[src/rtl/load_store_unit_pkg.sv]
// Shared types and helpers for the load/store unit.
//   Size codes, response error codes and FSM state encoding, the captured
//   request descriptor, and lane-preparation helpers for stores.
package load_store_unit_pkg;

   localparam int unsigned XLEN = 32;
   localparam int unsigned BE_W = XLEN / 8;

   typedef enum logic [1:0] {
      SZ_BYTE     = 2'b00,
      SZ_HALF     = 2'b01,
      SZ_WORD     = 2'b10,
      SZ_WORD_ALT = 2'b11
   } size_e;

   typedef enum logic [1:0] {
      ERR_OK       = 2'b00,
      ERR_MISALIGN = 2'b01,
      ERR_TIMEOUT  = 2'b10
   } err_e;

   typedef enum logic [1:0] {
      ST_IDLE    = 2'b00,
      ST_ACCESS  = 2'b01,
      ST_RESPOND = 2'b10
   } state_e;

   // Request attributes kept for the duration of one access
   typedef struct packed {
      logic       write;
      size_e      size;
      logic       sgn;
      logic [1:0] lo;
   } acc_t;

   function automatic logic is_misaligned(input size_e size, input logic [1:0] lo);
      unique case (size)
         SZ_BYTE: return 1'b0;
         SZ_HALF: return lo[0];
         default: return (lo != 2'b00);
      endcase
   endfunction

   function automatic logic [BE_W-1:0] lane_be(input size_e size, input logic [1:0] lo);
      unique case (size)
         SZ_BYTE: return BE_W'(4'b0001 << lo);
         SZ_HALF: return BE_W'(4'b0011 << {lo[1], 1'b0});
         default: return {BE_W{1'b1}};
      endcase
   endfunction

   function automatic logic [XLEN-1:0] lane_wdata(input size_e size, input logic [XLEN-1:0] wdata);
      unique case (size)
         SZ_BYTE: return {4{wdata[7:0]}};
         SZ_HALF: return {2{wdata[15:0]}};
         default: return wdata;
      endcase
   endfunction

endpackage

[src/rtl/load_store_unit_load_extend.sv]
// Load lane extraction and sign/zero extension.
//   rdata  : raw memory word
//   size   : access size
//   sgn    : 1 = sign-extend, 0 = zero-extend
//   lo     : byte offset within the word
//   data_c : right-aligned, extended load data (combinational)
module load_extend
   import load_store_unit_pkg::*;
(
   input  logic [XLEN-1:0] rdata,
   input  size_e           size,
   input  logic            sgn,
   input  logic [1:0]      lo,
   output logic [XLEN-1:0] data_c
);

   logic [7:0]  lane_b;
   logic [15:0] lane_h;

   always_comb begin
      data_c = rdata;
      lane_b = rdata[{lo, 3'b000} +: 8];
      lane_h = lo[1] ? rdata[31:16] : rdata[15:0];
      unique case (size)
         SZ_BYTE: data_c = {{24{sgn & lane_b[7]}}, lane_b};
         SZ_HALF: data_c = {{16{sgn & lane_h[15]}}, lane_h};
         default: data_c = rdata;
      endcase
   end

endmodule

[src/rtl/load_store_unit.sv]
// Load/store unit: one outstanding access between pipeline and memory.
//   req_*  : access request from the pipeline (accepted while req_ready)
//   resp_* : one-cycle completion pulse with extended load data and error code
//   mem_*  : word-addressed memory port with byte enables and ack
module load_store_unit
   import load_store_unit_pkg::*;
#(
   parameter int unsigned TIMEOUT = 15
) (
   input  logic            clk,
   input  logic            rst_n,
   input  logic            req_valid,
   output logic            req_ready,
   input  logic            req_write,
   input  logic [1:0]      req_size,
   input  logic            req_signed,
   input  logic [XLEN-1:0] req_addr,
   input  logic [XLEN-1:0] req_wdata,
   output logic            resp_valid,
   output logic [XLEN-1:0] resp_data,
   output logic [1:0]      resp_err,
   output logic            mem_req,
   output logic            mem_we,
   output logic [BE_W-1:0] mem_be,
   output logic [XLEN-1:0] mem_addr,
   output logic [XLEN-1:0] mem_wdata,
   input  logic            mem_ack,
   input  logic [XLEN-1:0] mem_rdata
);

   localparam int unsigned CNT_W = $clog2(TIMEOUT + 1);

   state_e            state_q, state_d;
   acc_t              acc_q;
   logic [CNT_W-1:0]  cnt_q;
   size_e             size_in;
   logic              mis;
   logic              timeout_hit;
   logic [XLEN-1:0]   ld_data_c;

   assign size_in     = size_e'(req_size);
   assign mis         = is_misaligned(size_in, req_addr[1:0]);
   // Counter holds the number of ack-less ACCESS cycles already completed
   assign timeout_hit = (cnt_q == CNT_W'(TIMEOUT - 1));

   load_extend u_load_extend (
      .rdata  (mem_rdata),
      .size   (acc_q.size),
      .sgn    (acc_q.sgn),
      .lo     (acc_q.lo),
      .data_c (ld_data_c)
   );

   // State register
   always_ff @(posedge clk or negedge rst_n) begin
      if (!rst_n) state_q <= ST_IDLE;
      else        state_q <= state_d;
   end

   // Next-state logic; ack takes priority over timeout
   always_comb begin
      state_d = state_q;
      unique case (state_q)
         ST_IDLE:    if (req_valid) state_d = mis ? ST_RESPOND : ST_ACCESS;
         ST_ACCESS:  if (mem_ack || timeout_hit) state_d = ST_RESPOND;
         ST_RESPOND: state_d = ST_IDLE;
         default:    state_d = ST_IDLE;
      endcase
   end

   // State-decoded output
   always_comb begin
      req_ready = 1'b0;
      if (state_q == ST_IDLE) req_ready = 1'b1;
   end

   // Registered datapath and outputs
   always_ff @(posedge clk or negedge rst_n) begin
      if (!rst_n) begin
         acc_q      <= '0;
         cnt_q      <= '0;
         resp_valid <= 1'b0;
         resp_data  <= '0;
         resp_err   <= '0;
         mem_req    <= 1'b0;
         mem_we     <= 1'b0;
         mem_be     <= '0;
         mem_addr   <= '0;
         mem_wdata  <= '0;
      end else begin
         resp_valid <= 1'b0;
         unique case (state_q)
            ST_IDLE: begin
               if (req_valid) begin
                  acc_q <= '{write: req_write, size: size_in, sgn: req_signed, lo: req_addr[1:0]};
                  cnt_q <= '0;
                  if (mis) begin
                     resp_valid <= 1'b1;
                     resp_err   <= ERR_MISALIGN;
                     resp_data  <= '0;
                  end else begin
                     mem_req   <= 1'b1;
                     mem_we    <= req_write;
                     mem_be    <= lane_be(size_in, req_addr[1:0]);
                     mem_addr  <= {req_addr[XLEN-1:2], 2'b00};
                     mem_wdata <= lane_wdata(size_in, req_wdata);
                  end
               end
            end
            ST_ACCESS: begin
               if (mem_ack) begin
                  mem_req    <= 1'b0;
                  resp_valid <= 1'b1;
                  resp_err   <= ERR_OK;
                  resp_data  <= acc_q.write ? '0 : ld_data_c;
               end else if (timeout_hit) begin
                  mem_req    <= 1'b0;
                  resp_valid <= 1'b1;
                  resp_err   <= ERR_TIMEOUT;
                  resp_data  <= '0;
               end else begin
                  cnt_q <= cnt_q + CNT_W'(1);
               end
            end
            default: ;
         endcase
      end
   end

endmodule

[config.mk]
export PLATFORM = sky130hd
export DESIGN_NAME = load_store_unit
export DESIGN_NICKNAME = d
export VERILOG_FILES = /design/src/rtl/load_store_unit_pkg.sv /design/src/rtl/load_store_unit_load_extend.sv /design/src/rtl/load_store_unit.sv
export SDC_FILE = /design/constraint.sdc
export NUM_CORES = 1
export LEC_CHECK = 0
export ABC_AREA = 1
export CELL_PAD_IN_SITES_DETAIL_PLACEMENT = 0
export CELL_PAD_IN_SITES_GLOBAL_PLACEMENT = 1
export CORE_UTILIZATION = 32
export CTS_BUF_LIST = sky130_fd_sc_hd__clkbuf_8
export CTS_CLUSTER_SIZE = 40
export DETAILED_ROUTE_END_ITERATION = 8
export PLACE_DENSITY = 0.86
export SETUP_SLACK_MARGIN = 0.3
export SYNTH_ARGS = -nofsm -noshare
export SYNTH_HDL_FRONTEND = slang
export SYNTH_SLANG_ARGS = --single-unit
[constraint.sdc]
create_clock -name clk -period 1.8 [get_ports clk]
set_input_delay 0.36 -clock clk [delete_from_list [all_inputs] [get_ports clk]]
set_output_delay 0.36 -clock clk [all_outputs]
set_load 0.05 [all_outputs]
==> results of run 1 <==
[cells by family (layout without fill, tap and decap cells)]
kind of cell	after synthesis	in the layout	share of synthesized area [%]
other	1	2	0.06925
AO/OA/AOI/OAI	91	91	9.150
buffers and inverters	68	314	6.308
AND/OR/NAND/NOR	414	415	30.71
XOR/XNOR	1	1	0.1618
flip-flops	115	115	53.14
adder cells (fa/ha/maj)	2	2	0.4620
[per-stage QoR]
step                      setup slack [ns]  instance area, µm²  total power [µW]  utilization (%)
after floorplan                     0.1998                5470              8501                -
after detailed placement           -0.1009                7685             10850            46.51
final                               0.2794                8233             13490            49.82
after global placement            -0.05207                7685             10780            46.51
after global routing                0.2150                8233             14210            49.82
after CTS                           0.2466                8125             13520            49.17
[cell usage after synthesis, drive strengths merged]
| master | instances | share of area [%] |
|---|---|---|
| clkbuf | 15 | 1.0 |
| nand3 | 30 | 3.0 |
| buf | 22 | 3.0 |
| conb | 1 | 0.069 |
| xor2 | 1 | 0.16 |
| a21oi | 32 | 3.2 |
| o21ai | 46 | 4.5 |
| o31ai | 1 | 0.14 |
| clkinv | 1 | 0.092 |
| nand2 | 341 | 24 |
| inv | 30 | 2.1 |
| a31oi | 12 | 1.4 |
| or2 | 2 | 0.23 |
| ha | 2 | 0.46 |
| dfrtp | 115 | 53 |
| nor2 | 41 | 3.6 |
[registers in the layout (all words and copies together) (netlist names)]
signal / count
acc_q: 6
cnt_q: 4
mem_addr: 30
mem_be: 4
mem_req: 1
mem_wdata: 32
mem_we: 1
resp_data: 32
resp_err: 2
resp_valid: 1
state_q: 2
[critical path, delay by kind of cell (launching register included)]
kind          cells  cell delay [ns]
simple gates      1             0.14
flops             1             0.43
buf+inv           1             0.15
[metal layers]
layer / vias to the layer above / share of wire, % / GRT usage (%)
met5: - / 0 / 0
met4: 0 / 1.7 / 7.623
met2: 214 / 45 / 28.89
li1: 2641 / - / -
met3: 22 / 9.3 / 7.190
met1: 2402 / 44 / 24.00
[power groups by stage]
stage	Clock [µW]	Combinational [µW]	Sequential (µW)
final	2620	6870	4010
after CTS	2690	6810	4020
after floorplan	0	1680	6820
after detailed placement	0	6810	4040
after global placement	0	6750	4030
after global routing	2800	7290	4120
[worst min path at each step]
| stage | startpoint | endpoint | slack [ns] |
|---|---|---|---|
| final | rst_n | resp_data[19]$_DFFE_PN0P_ | 0.44 |
| after floorplan | rst_n | acc_q[0]$_DFFE_PN0P_ | 0.06 |
| after detailed placement | rst_n | resp_data[18]$_DFFE_PN0P_ | 0.36 |
| after global placement | rst_n | resp_data[17]$_DFFE_PN0P_ | 0.37 |
| after global routing | req_addr[25] | mem_addr[25]$_DFFE_PN0P_ | 0.43 |
| after CTS | req_addr[22] | mem_addr[22]$_DFFE_PN0P_ | 0.40 |
[cell type report]
cell class / instances / area [µm²] / share of cell area, %
Sequential cell: 115 / 2879 / 34.97
Timing Repair Buffer: 251 / 2288 / 27.80
Multi-Input combinational cell: 511 / 2242 / 27.23
Tap cell: 220 / 275.3 / 3.343
Clock buffer: 18 / 247.7 / 3.009
Clock inverter: 14 / 177.7 / 2.158
Inverter: 31 / 122.6 / 1.489
[timing repair]
item | 4_1_cts | 5_1_grt
hold buffers | 1 | 0
gates resized for setup | 1 | 8
pin swaps | 0 | 3
hold endpoints to repair | 115 | 0
buffers inserted | 0 | 5
gates cloned | 0 | 2
endpoints found under the setup margin | 21 | 78
==> qor.csv, run 1 <==
metric;value;unit
crit_chain;nor2_4 -> buf_12;
hp-class;in2async;
syn_area;0.005415;mm²
slew_violations;0;
die_y;132.1;µm
die_area;0.01745;mm²
p_per_area;1639;mW/mm²
clockPowerShare;19.4;%
die_w;132.1;µm
crit_slowest_cell;dfrtp_1;
start_util;32.77;%
clk_path_buf_depth;2;
insertion_delay;0.45;ns
finalCritPeriodShare;84.48;%
grt_remaining_overflow;0;
antenna_found_initial;0;
critPathCapture;req_ready;
arrival;1.16;ns
hold_violations;0;
fmax;657.6;MHz
post_drt_wl_per_cell;14.20;µm
syn_inst;692;
critPathKind;reg2out;
final_common_cell;nand2_1;
p_comb_share;50.9;%
status;finished clean;
clkSlewWorstSetupHoldPaths;0.07;ns
rows;47;
critical_path.startpoint_type;register;
p_leak;0.004276;µW
vias;5279;
timing.rr.end;mem_addr[2]$_DFFE_PN0P_;
slew_headroom;59.19;%
tightestPinTransition;0.6121;ns
antenna_cells;0;
endpoint_kind;output pin;
maxCapViolations;0;
p_switching;6492;µW
path_max_fanout;2;
slowest_delay;0.43;ns
cts_max_level;4;
nFillCells;1615;
cts_tree;built;
dp.cells;1120;
crit_start;state_q[1]$_DFFE_PN0P_;
avgSynthCellArea;7.825;µm²
r2r_cells;7;
clock_skew;0.01285;ns
p_sw_share;48.12;%
place_hpwl;11710;µm
clock_sink_count;115;
cp.required;1.44;ns
dr.pass1.iters;5;
pwr-share-seq;29.7;%
ys_seq_area_share;53.14;%
drt_iter0_drc;237;
grt_pass1_wl;25700;µm
regToRegSetupSlack;0.33;ns
drcViolationCount;0;
port_buffers;207;
grt_pass1_vias;5035;
whs;0.4363;ns
finalSetupTns;0;ns
drive_gt1_share;21.91;%
setup_violations;0;
finalNonFillerCells;1160;
grt_max_degree;74;
track_usage;18.89;%
layout_common_cells;337 x nand2_1, 136 x buf_4, 114 x dfrtp_1;
fin_crit;1.521;ns
coreArea;0.01652;mm²
root_buffer;clkbuf_8;
ys_ff_latch;115;
boundaryPins;210;
synth_cell_types;30;
wl;16480;µm
rsz0062_at_grt;yes;
ant_nets;0;
viasPerCell;4.551;
cts_buffers;17;
yosys_warnings;0;
area_delta_synth_final;52.03;%
worstReg2RegStart;state_q[1]$_DFFE_PN0P_;
place.gp.congestion;0.8110;
p_int;7001;µW
fin_nets;1033;
peakVddDrop;0.9630;mV
Note: power is estimated with default switching activity, not from simulation.
==> inputs of run 2 (changes only) <==
==> constraint.sdc (replaced) <==
create_clock -name clk -period 1.6 [get_ports clk]
set_input_delay 0.32 -clock clk [delete_from_list [all_inputs] [get_ports clk]]
set_output_delay 0.32 -clock clk [all_outputs]
set_load 0.05 [all_outputs]
==> run 2 against run 1 <==
Worst setup slack worse by 0.23 ns. Core utilization up 7.3 points. Register-to-register slack worse by 0.26 ns. Clock power about the same. Sequential share of layout area down 4.5 points. Clock skew down 0.0017 ns. Non-clock buffer count up 61. Worst hold slack worse by 0.13 ns. Global-route usage up 1.7 points. Design area up 15%. Cell count up 5.3%. Critical path type unchanged. Highest routed layer unchanged.
==> qor.csv, run 2 (synthesized netlist as in run 1, its figures left out) <==
metric;value;unit;change
hp-class;in2async;;unchanged
antenna_found_initial;0;;unchanged
wl_met1;7595;µm;was 7224 µm
ant_nets;0;;unchanged
hold_violations;0;;unchanged
reg_top3;mem_wdata: 32 flops, resp_data: 32 flops, mem_addr: 30 flops;;unchanged
endpoint_kind;output pin;;unchanged
dp.cells;1119;;was 1,120
clockPowerShare;15.6;%;was 19.4%
setup_violations;0;;unchanged
clk_path_buf_depth;2;;unchanged
clock_skew;0.01112;ns;was 0.01285 ns
post_drt_wl_per_cell;15.06;µm;was 14.20 µm
pwr-share-seq;28.0;%;was 29.7%
path_buf_inv;2;;was 1
area_delta_synth_final;74.35;%;was 52.03%
cp.required;1.28;ns;was 1.44 ns
die_area;0.01745;mm²;unchanged
grt_pass1_wl;27810;µm;was 25,700 µm
crit_slowest_cell;dfrtp_1;;unchanged
clkSlewWorstSetupHoldPaths;0.07;ns;about the same
whs;0.3113;ns;was 0.4363 ns
top_layer_used;met4;;unchanged
layout_common_cells;330 x nand2_1, 113 x dfrtp_1, 102 x clkdlybuf4s50_1;;was 337 x nand2_1, 136 x buf_4, 114 x dfrtp_1
wl;18410;µm;was 16,480 µm
coreArea;0.01652;mm²;unchanged
rows;47;;unchanged
arrival;1.23;ns;was 1.16 ns
grt_remaining_overflow;0;;unchanged
status;finished clean;;unchanged
viasPerCell;4.574;;was 4.551
drive_gt1_share;27.87;%;was 21.91%
rsz0062_at_grt;yes;;unchanged
final_common_cell;nand2_1;;unchanged
cts_tree;built;;unchanged
place_hpwl;11840;µm;was 11,710 µm
p_sw_share;45.83;%;was 48.12%
port_buffers;207;;unchanged
wl_met3;1751;µm;was 1530 µm
drcViolationCount;0;;unchanged
p_per_area;1790;mW/mm²;was 1639 mW/mm²
critical_path.startpoint_type;register;;unchanged
dr.pass1.iters;5;;unchanged
die_y;132.1;µm;unchanged
crit_chain;nor2_4 -> buf_6 -> buf_12;;was nor2_4 -> buf_12
insertion_delay;0.44;ns;was 0.45 ns
track_usage;20.57;%;was 18.89%
p_leak;0.004815;µW;was 0.004276 µW
wl_met2;8798;µm;was 7436 µm
start_util;32.77;%;unchanged
finalCritPeriodShare;96.79;%;
slew_violations;0;;unchanged
place.gp.congestion;0.7920;;was 0.8110
drt_iter0_drc;194;;was 237
boundaryPins;210;;unchanged
die_w;132.1;µm;unchanged
critPathKind;reg2out;;unchanged
cts_buffers;17;;unchanged
slowest_delay;0.42;ns;was 0.43 ns
p_comb_share;56.4;%;was 50.9%
grt_max_degree;61;;was 74
p_int;9155;µW;was 7001 µW
finalNonFillerCells;1222;;was 1,160
regToRegSetupSlack;0.07;ns;was 0.33 ns
fin_crit;1.549;ns;
cp_top_family;flip-flops;;unchanged
vias;5590;;was 5,279
maxCapViolations;0;;unchanged
cts_max_level;4;;unchanged
p_switching;7746;µW;was 6492 µW
fin_nets;1094;;was 1,033
fmax;645.7;MHz;
root_buffer;clkbuf_8;;unchanged
grt_pass1_vias;5390;;was 5,035
clock_sink_count;115;;unchanged
path_max_fanout;2;;unchanged
peakVddDrop;0.9746;mV;was 0.9630 mV
==> run 2: changes by cell type in the layout (fill, tap and decap cells not counted), sizes merged <==
cell	delta
buf	+55
clkinv	+1
clkbuf	+5
bufinv	-1
diode	+1
clkinvlp	+2
inv	-1
==> run 2: area by class of cell <==
cell class	count	area (µm²)
inverter	31	130.1
fill	1490	7083
multi-input combinational	511	2290
timing repair buffer	312	3487
sequential	115	2880
antenna	1	2.502
clock inverter	15	142.6
tap	220	275.3
clock buffer	17	234.0
==> run 2: metal layers <==
metal	vias up	track usage (%)
met2	215	32.95
li1	2768	-
met5	-	0
met3	17	8.189
met1	2590	25.13
met4	0	7.041
==> run 2: path summary, 6_finish.rpt <==
path                            cells past startpoint                startpoint                         to
max in group asynchronous                           3                     rst_n   mem_addr[23]$_DFFE_PN0P_
worst min register to register                      2  mem_wdata[4]$_DFFE_PN0P_   mem_wdata[4]$_DFFE_PN0P_
worst max register to register                      9    state_q[1]$_DFFE_PN0P_   mem_wdata[9]$_DFFE_PN0P_
min in group clk                                    3              req_addr[14]   mem_addr[14]$_DFFE_PN0P_
worst max-delay path                                3    state_q[1]$_DFFE_PN0P_                  req_ready
worst min-delay path                                2                     rst_n  resp_data[16]$_DFFE_PN0P_
==> run 2: power groups by stage <==
stage	combinational [µW]	clock (µW)	sequential [µW]
4_1_cts	8980	2700	4720
5_1_grt	10100	2850	4840
3_5_place_dp	8060	0	4620
2_1_floorplan	1910	0	7670
3_3_place_gp	7980	0	4620
6_report	9530	2640	4730
==> run 2: per-stage QoR <==
stage	total power, µW	utilization, %	instance area [µm²]	worst slack [ns]	TNS (ns)
finish	16900	57.14	9442	0.05138	0
CTS	16400	54.14	8946	0.08801	0
detailed placement	12680	47.94	7921	-0.2751	-23.71
global placement	12600	47.94	7921	-0.2380	-20.98
global route	17770	57.12	9439	-0.01388	-0.01839
floorplan	9579	-	5492	0.002588	0
==> run 2: worst reg2reg max path, stage by stage, from the launching register on <==
cell,delay [ns]
dfrtp_1,0.42
nor2_4,0.14
buf_4,0.13
nand2_4,0.09
nor2_4,0.16
buf_6,0.12
inv_6,0.06
buf_12,0.16
nand2_1,0.06
o21ai_1,0.07
==> run 2: what timing repair did <==
| item | CTS | global route |
|---|---|---|
| resized for setup | 98 | 23 |
| cloned | 3 | 8 |
| endpoints found under the setup margin | 211 | 211 |
| pin swaps | 1 | 7 |
| buffers inserted | 28 | 30 |
| hold endpoints to repair | 15 | 0 |
| hold buffers | 1 | 0 |
==> inputs of run 3 (changes only) <==
--- a/config.mk
+++ b/config.mk
@@ -9,11 +9,12 @@
 export CELL_PAD_IN_SITES_DETAIL_PLACEMENT = 0
 export CELL_PAD_IN_SITES_GLOBAL_PLACEMENT = 1
 export CORE_UTILIZATION = 32
-export CTS_BUF_LIST = sky130_fd_sc_hd__clkbuf_8
+export CTS_BUF_LIST = sky130_fd_sc_hd__clkbuf_16
 export CTS_CLUSTER_SIZE = 40
 export DETAILED_ROUTE_END_ITERATION = 8
-export PLACE_DENSITY = 0.86
+export PLACE_DENSITY = 0.84
 export SETUP_SLACK_MARGIN = 0.3
 export SYNTH_ARGS = -nofsm -noshare
 export SYNTH_HDL_FRONTEND = slang
+export SYNTH_HIERARCHICAL = 1
 export SYNTH_SLANG_ARGS = --single-unit
==> run 3 against run 2 <==
Clock skew is 0.0020 ns lower. Non-clock buffer count is 31 higher. Die area is 6.3% higher. Fmax is 3.1% higher. Register-to-register slack better by 0.04 ns. Worst hold slack better by 0.097 ns. Clock power is 53% higher. Combinational power is 9% higher. Largest power group unchanged.
==> qor.csv, run 3 <==
metric;value;unit;change
finalNonFillerCells;1316;;was 1,222
cts_tree;built;;unchanged
grt_pass1_wl;32410;µm;was 27,810 µm
synthArstFlopShare;100.0;%;unchanged
place.gp.congestion;0.8469;;was 0.7920
syn_area;0.005762;mm²;was 0.005415 mm²
area_delta_synth_final;87.17;%;was 74.35%
antenna_cells;0;;was 1
antenna_found_initial;0;;unchanged
critical_path.startpoint_type;primary input;;was register
worstReg2RegStart;state_q[0]$_DFFE_PN0P_;;was state_q[1]$_DFFE_PN0P_
yosysTopAreaCellShare;49.95;%;was 53.14%
synth_cell_types;34;;was 30
yosysMostFrequentCell;nand2_1;;unchanged
clock_skew;0.009111;ns;was 0.01112 ns
finalPower;19210;µW;was 16,900 µW
dr.pass1.iters;5;;unchanged
arrival;1.81;ns;was 1.23 ns
vias;6304;;was 5,590
fmax;666.1;MHz;was 645.7 MHz
viasPerCell;4.790;;was 4.574
fin_nets;1184;;was 1,094
track_usage;23.20;%;was 20.57%
finalCritPeriodShare;93.83;%;was 96.79%
drive_gt1_share;33.36;%;was 27.87%
clock_sink_count;115;;unchanged
slew_violations;0;;unchanged
hold_violations;0;;unchanged
ys_ff_latch;115;;unchanged
drcViolationCount;0;;unchanged
peakVddDrop;1.150;mV;was 0.9746 mV
setup_violations;0;;unchanged
use_met2;38.27;%;was 32.95%
final_common_cell;nand2_1;;unchanged
avgSynthCellArea;7.642;µm²;was 7.825 µm²
clk_path_buf_depth;2;;unchanged
ys.flop_type;dfrtp_1;;unchanged
synth_area_leaders;dfrtp_1 50%, nand2_1 29%, nand3_1 5.3%;;was dfrtp_1 53%, nand2_1 23%, a21oi_1 2.9%
synth_edf_count;0;;unchanged
path_max_fanout;6;;was 2
boundaryPins;210;;unchanged
root_buffer;clkbuf_16;;was clkbuf_8
yosysTopAreaCell;dfrtp_1;;unchanged
die_w;136.2;µm;was 132.1 µm
rsz0062_at_grt;yes;;unchanged
grt_busiest_layer;met2;;unchanged
port_buffers;207;;unchanged
fin_crit;1.501;ns;was 1.549 ns
start_util;33.08;%;was 32.77%
insertion_delay;0.42;ns;was 0.44 ns
reg_top3;mem_wdata: 32 flops, resp_data: 32 flops, mem_addr: 30 flops;;unchanged
status;finished clean;;unchanged
p_leak;0.005691;µW;was 0.004815 µW
die_y;136.2;µm;was 132.1 µm
grt_pass1_vias;6132;;was 5,390
cts_buffers;17;;unchanged
die_area;0.01855;mm²;was 0.01745 mm²
slew_headroom;60.52;%;
layout_common_cells;419 x nand2_1, 112 x dfrtp_1, 101 x clkdlybuf4s50_1;;was 330 x nand2_1, 113 x dfrtp_1, 102 x clkdlybuf4s50_1
critPathKind;in2reg;;was reg2out
coreArea;0.01742;mm²;was 0.01652 mm²
syn_inst;754;;was 692
ant_nets;0;;unchanged
ys_seq_area_share;49.95;%;was 53.14%
finalSetupTns;0;ns;unchanged
rows;48;;was 47
cp.required;1.91;ns;was 1.28 ns
cts_max_level;4;;unchanged
p_per_area;1782;mW/mm²;was 1790 mW/mm²
grt_max_degree;35;;was 61
yosys_warnings;6;;was 0
wl;22130;µm;was 18,410 µm
endpoint_kind;register;;was output pin
place_hpwl;12860;µm;was 11,840 µm
post_drt_wl_per_cell;16.82;µm;was 15.06 µm
crit_start;req_addr[0];;was state_q[1]$_DFFE_PN0P_
use_met3;6.115;%;was 8.189%
drt_iter0_drc;361;;was 194
dp.cells;1184;;was 1,119
grt_util_met1;28.57;%;was 25.13%
clkSlewWorstSetupHoldPaths;0.06;ns;was 0.07 ns
maxCapViolations;0;;unchanged
hp-class;in2async;;unchanged
tightestPinTransition;0.5901;ns;
ys_top_cells_by_count;446 x nand2_1, 115 x dfrtp_1, 61 x nand3_1, 15 x inv_1, 14 x nand3_2;;was 337 x nand2_1, 115 x dfrtp_1, 35 x nor2_1, 31 x a21oi_1, 29 x nand3_1
grt_remaining_overflow;0;;unchanged
nFillCells;1488;;was 1,490
[run 3: changes by cell type in the layout (fill, tap and decap cells not counted), sizes merged, moves of 2 or more]
cell	change
a21oi	-29
a31oi	-12
and2	+7
buf	+32
clkinv	-2
clkinvlp	-5
inv	-6
nand2	+114
nand3	+44
nor2	-30
o211ai	+7
o21ai	-37
or2	+5
[run 3: final cells by class]
cell class	instances	area, µm²	share of cell area [%]
clock buffer	17	425.4	3.945
timing repair buffer	343	4073	37.77
sequential	115	2882	26.72
inverter	19	96.34	0.8934
tap	225	281.5	2.611
clock inverter	15	192.7	1.787
multi-input combinational	582	2834	26.28
[run 3: power by group]
part	internal, µW	switching (µW)	leakage, µW	total [µW]
registers	3870	876	0.00147	4740
logic	4530	5900	0.00392	10400
clock network	2490	1550	0.000302	4040
[run 3: cells by family (layout without fill, tap and decap cells)]
kind of cell | after synthesis | count (layout) | share of synthesized area (%)
AOI/OAI and AO/OA | 20 | 20 | 2.280
xor gates and xnor gates | 1 | 1 | 0.1520
adders and majority gates | 2 | 2 | 0.4342
buffers and inverters | 58 | 394 | 6.059
DFF | 115 | 115 | 49.95
other | 1 | 2 | 0.06508
and+or+nand+nor | 557 | 557 | 41.06
[run 3: timing repair]
item,4_1_cts,5_1_grt
cloned,13,6
endpoints found under the setup margin,211,212
pin swaps,4,59
gates resized for setup,140,57
hold buffers,1,0
endpoints found under the hold margin,23,0
setup buffers,44,36
[run 3: worst paths after layout]
kind                            slack (ns)  cells past startpoint                        end
worst min-delay path                  0.41                      2       cnt_q[2]$_DFFE_PN0P_
worst min register to register        0.50                      2    mem_addr[6]$_DFFE_PN0P_
worst max register to register        0.11                      9   mem_addr[17]$_DFFE_PN0P_
min in group clk                      0.43                      3   mem_addr[28]$_DFFE_PN0P_
worst max-delay path                   0.1                      9   mem_wdata[9]$_DFFE_PN0P_
max in group asynchronous             0.66                      3  resp_data[18]$_DFFE_PN0P_
[run 3: critical path: stages]
cell and delay (ns):
clkdlybuf4s50_1 0.51, inv_1 0.09, a21oi_4 0.26, nor2_4 0.08
buf_8 0.16, buf_12 0.13, clkbuf_16 0.15, nand2_2 0.06
nand2_1 0.05
[run 3: layer usage]
layer / vias up / share of wire (%) / routed length, µm
met5: - / 0 / 0
met4: 0 / 3.1 / 681
met3: 50 / 8.6 / 1902
met2: 296 / 50 / 10980
met1: 2946 / 39 / 8569
li1: 3012 / - / -
[run 3: metrics by stage]
| step | cell area [µm²] | setup slack [ns] | hold WS [ns] | utilization (%) |
|---|---|---|---|---|
| floorplan | 5798 | 0.04733 | 0.02441 | - |
| global placement | 8335 | -0.1768 | 0.2766 | 47.86 |
| detailed placement | 8335 | -0.2396 | 0.2806 | 47.86 |
| CTS | 10160 | 0.1328 | 0.4079 | 58.34 |
| global route | 10780 | 0.05053 | 0.4319 | 61.92 |
| finish | 10780 | 0.09864 | 0.4082 | 61.92 |
